File: config.mk
export PLATFORM = sky130hd
export DESIGN_NAME = rca_nibble_seq
export DESIGN_NICKNAME = d
export VERILOG_FILES = /design/src/rtl/rca_nibble_seq.sv
export SDC_FILE = /design/constraint.sdc
export NUM_CORES = 1
export LEC_CHECK = 0
export BUFFER_PORTS_ARGS = -buffer_cell sky130_fd_sc_hd__buf_2
export CORE_UTILIZATION = 26
export CTS_BUF_LIST = sky130_fd_sc_hd__clkbuf_4
export CTS_CLUSTER_DIAMETER = 150
export CTS_CLUSTER_SIZE = 14
export DETAILED_ROUTE_END_ITERATION = 16
export RECOVER_POWER = 25
export REMOVE_ABC_BUFFERS = 1
export SKIP_CTS_REPAIR_TIMING = 1
export SKIP_LAST_GASP = 1
export SYNTH_ARGS = -nofsm -noshare
export SYNTH_HDL_FRONTEND = slang
export SYNTH_SLANG_ARGS = --single-unit
File: constraint.sdc
create_clock -name clk -period 3.7 [get_ports clk]
set_input_delay 0.37 -clock clk [delete_from_list [all_inputs] [get_ports clk]]
set_output_delay 0.37 -clock clk [all_outputs]
set_load 0.005 [all_outputs]
File: src/rtl/rca_nibble_seq.sv
// Digit-serial adder: drives an external 4-bit ripple-carry adder one nibble per cycle
// and assembles the W-bit sum plus final carry behind a valid/ready handshake.
`timescale 1ns/1ps
module rca_nibble_seq #(
  parameter int NIBBLES = 4
) (
  input  logic                 clk,
  input  logic                 rst,
  input  logic                 in_valid,
  output logic                 in_ready,
  input  logic [4*NIBBLES-1:0] op_a,
  input  logic [4*NIBBLES-1:0] op_b,
  input  logic                 cin,
  output logic [3:0]           fa_a,
  output logic [3:0]           fa_b,
  output logic                 fa_c,
  input  logic [3:0]           fa_sum,
  input  logic                 fa_carry,
  output logic                 out_valid,
  input  logic                 out_ready,
  output logic [4*NIBBLES-1:0] result,
  output logic                 cout,
  output logic                 busy
);

  localparam int W  = 4 * NIBBLES;
  localparam int IW = $clog2(NIBBLES);
  localparam logic [IW-1:0] LAST = IW'(NIBBLES - 1);

  localparam logic [1:0] IDLE = 2'd0;
  localparam logic [1:0] ADD  = 2'd1;
  localparam logic [1:0] DONE = 2'd2;

  logic [1:0]    state;
  logic [IW-1:0] idx;
  logic [W-1:0]  a_q;
  logic [W-1:0]  b_q;
  logic          carry;
  logic [IW+1:0] base;

  assign base = {idx, 2'b00};

  always_ff @(posedge clk) begin
    if (rst) begin
      state  <= IDLE;
      idx    <= '0;
      a_q    <= '0;
      b_q    <= '0;
      carry  <= 1'b0;
      result <= '0;
      cout   <= 1'b0;
    end else begin
      case (state)
        IDLE: begin
          if (in_valid) begin
            a_q   <= op_a;
            b_q   <= op_b;
            carry <= cin;
            idx   <= '0;
            state <= ADD;
          end
        end
        ADD: begin
          result[base +: 4] <= fa_sum;
          carry             <= fa_carry;
          idx               <= idx + 1'b1;
          // The final digit's carry becomes the overall carry out.
          if (idx == LAST) begin
            cout  <= fa_carry;
            state <= DONE;
          end
        end
        DONE: begin
          if (out_ready) state <= IDLE;
        end
        default: state <= IDLE;
      endcase
    end
  end

  // Adder inputs are parked at zero whenever no digit is being summed.
  always_comb begin
    fa_a = 4'h0;
    fa_b = 4'h0;
    fa_c = 1'b0;
    if (state == ADD) begin
      fa_a = a_q[base +: 4];
      fa_b = b_q[base +: 4];
      fa_c = carry;
    end
  end

  assign in_ready  = (state == IDLE);
  assign out_valid = (state == DONE);
  assign busy      = (state != IDLE);

endmodule

==> results by group, run 1 <==
Outcome
  – Violated checks: DRC
  – Status: finished, violations left

Cells and area
  – Non-Filler Instances: roughly 430
  – Fillers: roughly 970
  – Layout cell share with drive strength beyond 1: 0.260
  – Antenna cell count: 0
  – Nets: roughly 370
  – Final Core Density: 0.323
  – P&R area growth vs syn: 19.1%

Hold path
  – Hold Crit Depth: 3
  – Worst Hold End: a_q[9]
  – Hold Crit Class: in2reg
  – Worst Hold Launch: op_a[9]

Setup path
  – Reg-to-reg endpoint: result[0]
  – Worst EP required: between 3000 and 4000 ps
  – Crit path kind: reg2out
  – Crit-path max FO: 15
  – Buffers and inverters on the worst path: 1
  – Path depth of the worst reg2reg path: 4
  – Critical path, cell by cell: mux4_1 > and2_1 > buf_2
  – Worst endpoint data arrival time: between 2000 and 2500 ps
  – Worst r2r src: idx[0]
  – Slowest cell delay on critical path: 900 ps
  – CP delay by family, top: flip-flops
  – R2R Setup Slk: about 1300 ps
  – CP Capture Type: primary output
  – Critical path depth: 3
  – Slowest CP cell: dfxtp_1
  – Startpoint types: register

Floorplan
  – Die H: slightly below 100 µm
  – # IOs: between 70 and 80
  – Starting Density: 0.272
  – Core area: between 8000 and 9000 µm²
  – Cell Rows: 34
  – Die width: a little under 100 µm
  – Die Footprint: 9580 µm²

Detailed routing
  – Routed Antenna Nets: 0
  – DR vias: 1964
  – Pre-Repair DR Iteration Count: 11
  – Vias per inst: 4.56
  – Final wirelength: ~5400 µm
  – Post-route DRC: 5
  – Routed WL per cell: approximately 13 µm
  – Iter 0 DRT Violations: 44

Clock tree
  – Worst-Skew Late Latency: 370 ps
  – CTS Sinks: 54
  – H-tree levels: 2
  – Clock transition at path regs: ~160 ps
  – CTS buffer count: 5
  – TritonCTS clock tree: done
  – Root buffer cell: clkbuf_4
  – CTS max path bufs: 2

STA
  – Hold Fails Final Rpt: 0
  – Count of final setup violators: 0
  – Setup Skew: between 10 and 15 ps
  – Setup ws final: between 1000 and 1500 ps
  – Final count of pins violating max slew: 0
  – Worst-margin pin slew: between 1000 and 1500 ps
  – Fin crit share: 0.694
  – Crit path time final: 2570 ps
  – FMAX: around 390 MHz
  – Setup TNS: 0 ps
  – Setup repair after global routing missed its margin: no
  – Slew margin rel.: 0.260

Place
  – Final Wtd Congestion: between 0.7 and 0.8
  – DP Worst Slack: roughly 1400 ps
  – Number of port buffers: 70
  – Placed cells: 423
  – DP HPWL: ~3800 µm

GRT
  – GRT overflow: 0
  – Initial antenna violation count: 0
  – Vias in the first global route: about 1800
  – Total GRT Usage: 0.114
  – First-pass GRT wire length: 8670 µm
  – Largest net degree at the start of global routing: 38

Logic synthesis
  – Primary FF master, synth: dfxtp_1
  – Sequential share of the synthesized area: 0.452
  – Area leader, netlist: dfxtp_1
  – YS warnings: 0
  – #FFs+latches synth: 54
  – Syn Inst Count: about 260
  – Top cell type's share of synthesized area: 0.452
  – Synthesized area per cell: roughly 9.2 µm²
  – Synth Cell Area: between 2000 and 2500 µm²
  – Top cells by area, synth: dfxtp_1 (45%), nand2_1 (11%), a21oi_1 (8.8%)
  – Async set or reset register ratio after synthesis: 0
  – Post-synth EDFFs: 0
  – Count of different cell masters after synthesis: 37

Pwr
  – Pleak: between 1 and 1.5 nW
  – Power Density: approximately 400 nW/µm²
  – Worst VDD drop: 0.000143 V
  – Power Total: 1.11 mW

Run
  – Max-cap viol count: 0
[cells in the final DEF, fill, tap and decap left out, types with 5 or more instances in the layout]
| master | n |
|---|---|
| ha_1 | 5 |
| nand2_1 | 71 |
| and2_1 | 10 |
| clkbuf_4 | 6 |
| nand2b_1 | 6 |
| mux4_2 | 5 |
| nand3_1 | 5 |
| inv_1 | 7 |
| buf_2 | 63 |
| dfxtp_1 | 54 |
| clkbuf_1 | 7 |
| a21oi_1 | 42 |
| a22o_1 | 8 |
[synthesized netlist by cell type, types with 2 or more instances]
master and instances:
nand2_1 71, dfxtp_1 54, a21oi_1 42, and2_1 10, a22o_1 8, inv_1 7
buf_2 6, nand2b_1 6, ha_1 5, mux4_2 5, nand3_1 5, buf_6 4
nor2_1 4, o32ai_1 4, clkbuf_1 3, mux4_1 3, buf_4 2, nand3b_1 2
or3b_1 2
[area by class of cell]
cell class              instances  area, µm²  area share
multi-input cells             183       1170       0.412
flip-flops and latches         54       1080       0.380
repair buffers                 71        349       0.123
well taps                     108        135      0.0475
clock buffers                   6       45.0      0.0158
clock inverters                 2       37.5      0.0132
inverters                       7       26.3     0.00923
[worst reg2reg max path: cells and delay by family, from the launching register on]
kind | cells | cell delay, ps
fa+ha+maj | 1 | 420
buf+inv | 1 | 240
simple gates | 1 | 570
compound gates | 1 | 140
flops | 1 | 900
[cells by family after synthesis]
| kind of cell | after synthesis | synth area share |
|---|---|---|
| and+or+nand+nor | 112 | 0.239 |
| AOI/OAI and AO/OA | 57 | 0.141 |
| DFF | 54 | 0.452 |
| buffers and inverters | 24 | 0.0570 |
| muxes | 9 | 0.0843 |
| adders and majority gates | 5 | 0.0262 |
[state kept, by name (all words and copies together), names as in the netlist]
signal  cells
result     16
b_q        16
state       2
carry       1
a_q        16
idx         2
cout        1
[worst max-delay path by stage]
stage          startpoint   endpoint
2_1_floorplan      idx[0]  result[0]
3_3_place_gp       idx[0]  result[0]
3_5_place_dp       idx[0]  result[0]
4_1_cts            idx[0]    fa_a[3]
5_1_grt            idx[0]    fa_a[3]
6_report           idx[0]    fa_a[3]
[metal layers]
layer,part of all wire,wire (µm),track usage,up-vias
met5,0,0,0,-
met4,0.0048,26,0.0350,0
met3,0.052,283,0.0286,2
met2,0.46,2500,0.191,54
met1,0.48,2580,0.144,890
li1,-,-,-,1018
[stage by stage]
stage | cell area [µm²] | hold slack [ps]
finish | 2850 | 215
global route | 2850 | 176
CTS | 2860 | 187
detailed placement | 2770 | 446
global placement | 2770 | 439
floorplan | 2280 | 425
[power breakdown]
group	switching [mW]	internal [mW]
combinational	0.0747	0.0682
sequential	0.0225	0.610
clock	0.188	0.150
total	0.285	0.828
Note: power is estimated with default switching activity, not from simulation.
==> inputs of run 2 (changes only) <==
==> constraint.sdc (replaced) <==
create_clock -name clk -period 2.1 [get_ports clk]
set_input_delay 0.21 -clock clk [delete_from_list [all_inputs] [get_ports clk]]
set_output_delay 0.21 -clock clk [all_outputs]
set_load 0.005 [all_outputs]
==> run 2 against run 1 <==
Against the previous run: the flow still finishes with violations (DRC); critical path depth is 1 higher; worst hold slack worse by 170 ps; core utilization is 0.10 points higher; clock power is 35% higher; critical path type unchanged; critical endpoint unchanged; largest cell class unchanged.
==> results by group, run 2 (synthesis gave the netlist of run 1 again) <==
Cells and area
  – Non-Filler Instances: 435 (+0.93%)
  – Layout cell share with drive strength beyond 1: 0.266 (+0.00599)
  – Antenna cell count: 0 (unchanged)
  – Most frequent cells in the layout: nand2_1 (71), buf_2 (60), dfxtp_1 (52)
  – Most common cell after layout, fill and taps aside: nand2_1
  – Nets: 374 (+1.4%)
  – Top flop regs: a_q: 16 flops, b_q: 16 flops, result: 16 flops
  – P&R area growth vs syn: 19.5%

STA
  – Worst-margin pin slew: 498 ps (-612 ps)
  – Fin crit share: 0.947
  – Min Hold Slack: 47.6 ps (-168 ps)
  – Hold Fails Final Rpt: 0 (unchanged)
  – Setup repair after global routing missed its margin: no
  – Setup TNS: 0 ps (unchanged)
  – Slew margin rel.: 0.667 (+0.408)
  – Final count of pins violating max slew: 0 (unchanged)
  – Crit path time final: a little under 2000 ps
  – Count of final setup violators: 0 (unchanged)
  – FMAX: about 500 MHz
  – Setup Skew: 19.1 ps (+6.12 ps)

Setup path
  – Worst EP required: 1890 ps (-1440 ps)
  – Worst endpoint data arrival time: 1780 ps (-420 ps)
  – Crit path kind: reg2out
  – CP Capture Type: primary output
  – Crit-path max FO: 7 (-8)
  – Path depth of the worst reg2reg path: 4 (unchanged)
  – Reg-to-reg endpoint: result[3]
  – Buffers and inverters on the worst path: 2 (+1)
  – Worst r2r src: idx[1]
  – R2R Setup Slk: 380 ps (-950 ps)
  – Slowest cell delay on critical path: 530 ps (-370 ps)
  – Critical path, cell by cell: buf_4 > mux4_1 > and2_1 > buf_2
  – Slowest CP cell: mux4_1
  – Startpoint types: register
  – CP delay by family, top: multiplexers

Place
  – DP HPWL: 3950 µm (+4.5%)
  – Placed cells: 428 (+1.2%)
  – Number of port buffers: 70 (unchanged)
  – Final Wtd Congestion: 0.704 (-0.90%)

Run
  – Max-cap viol count: 0 (unchanged)

GRT
  – Grt met2 use: 0.199 (+0.00813)
  – Initial antenna violation count: 0 (unchanged)
  – GRT overflow: 0 (unchanged)
  – GRT busiest layer: met2
  – GRT met1 Usage: 0.149 (+0.00546)
  – Vias in the first global route: 1896 (+3.4%)
  – Met3 Usage GRT: 0.0301 (+0.00143)
  – Total GRT Usage: 0.119 (+0.00492)
  – First-pass GRT wire length: 9030 µm (+4.1%)
  – Largest net degree at the start of global routing: 35 (-7.9%)

Hold path
  – Worst Hold Launch: op_a[7]
  – Worst Hold End: a_q[7]
  – Hold Crit Class: in2reg
  – Hold Crit Depth: 3 (unchanged)

Pwr
  – Net Sw Frac: 0.268 (+0.0115)
  – Clock share of power: 0.250 (-0.054)
  – Power Density: 641 nW/µm² (+64%)
  – Worst VDD drop: 0.000219 V (+53%)
  – Seq pwr share: 0.604 (+0.036)
  – Comb pwr share: 0.146 (+0.018)
  – Net Sw Power: 0.490 mW (+72%)
  – Pleak: 1.18 nW (about the same)
  – Internal: 1.34 mW (+62%)

Clock tree
  – TritonCTS clock tree: done
  – H-tree levels: 2 (unchanged)
  – Worst-Skew Late Latency: 370 ps (about the same)
  – Root buffer cell: clkbuf_4
  – CTS buffer count: 5 (unchanged)
  – CTS Sinks: 54 (unchanged)
  – CTS max path bufs: 2 (unchanged)
  – Clock transition at path regs: 160 ps (about the same)

Detailed routing
  – Vias per inst: 4.53 (-0.62%)
  – Routed WL per cell: 12.4 µm (-0.53%)
  – Routed Antenna Nets: 0 (unchanged)
  – Pre-Repair DR Iteration Count: 10 (-1)
  – Final wirelength: 5410 µm (+0.39%)
  – Iter 0 DRT Violations: 79 (+80%)
  – Post-route DRC: 5 (unchanged)
  – DR vias: 1970 (+0.31%)

Floorplan
  – # IOs: 71 (unchanged)
  – Die H: 97.9 µm (unchanged)
  – Cell Rows: 34 (unchanged)
  – Die width: 97.9 µm (unchanged)
  – Die Footprint: 9580 µm² (unchanged)
  – Starting Density: 0.272 (unchanged)
  – Core area: 8810 µm² (unchanged)

Outcome
  – Status: finished, violations left
  – Violated checks: DRC
## run 2: power groups by stage
stage | Clock [mW] | Sequential [mW] | Combinational (mW)
2_1_floorplan | 0 | 1.13 | 0.151
3_3_place_gp | 0 | 1.13 | 0.268
3_5_place_dp | 0 | 1.13 | 0.273
4_1_cts | 0.484 | 1.11 | 0.274
5_1_grt | 0.515 | 1.11 | 0.304
6_report | 0.457 | 1.11 | 0.268
## run 2: layout make-up
cell class / count / area [µm²]
inverters: 7 / 26.3
clock inverters: 1 / 7.51
multi-input cells: 183 / 1170
fillers: 947 / 5950
well taps: 108 / 135
clock buffers: 6 / 45.0
repair buffers: 76 / 383
flip-flops and latches: 54 / 1090
## run 2: tightest hold or removal path: stages
cell and delay (ps):
buf_2 100, nand2_1 50, a21oi_1 50
## run 2: metrics by stage
step / total power, mW / worst slack, ps / area (µm²) / util
2_1_floorplan: 1.28 / 135 / 2280 / -
4_1_cts: 1.86 / -77.3 / 2860 / 0.325
3_3_place_gp: 1.40 / 354 / 2810 / 0.319
6_report: 1.83 / 111 / 2860 / 0.324
5_1_grt: 1.93 / 12.9 / 2860 / 0.324
3_5_place_dp: 1.40 / 287 / 2810 / 0.319
## run 2: worst max path at each step
stage,cells after the start,end,startpoint
5_1_grt,4,fa_a[3],idx[0]
3_5_place_dp,4,result[3],idx[1]
4_1_cts,4,fa_b[2],idx[0]
6_report,4,fa_a[3],idx[0]
2_1_floorplan,4,result[0],idx[0]
3_3_place_gp,4,result[1],idx[1]
## run 2: metal layers
metal  routed length (µm)  up-vias  part of all wire
li1                     -     1023                 -
met1                 2520      891              0.47
met2                 2550       49              0.47
met3                  274        7             0.051
met4                   61        0             0.011
met5                    0        -                 0
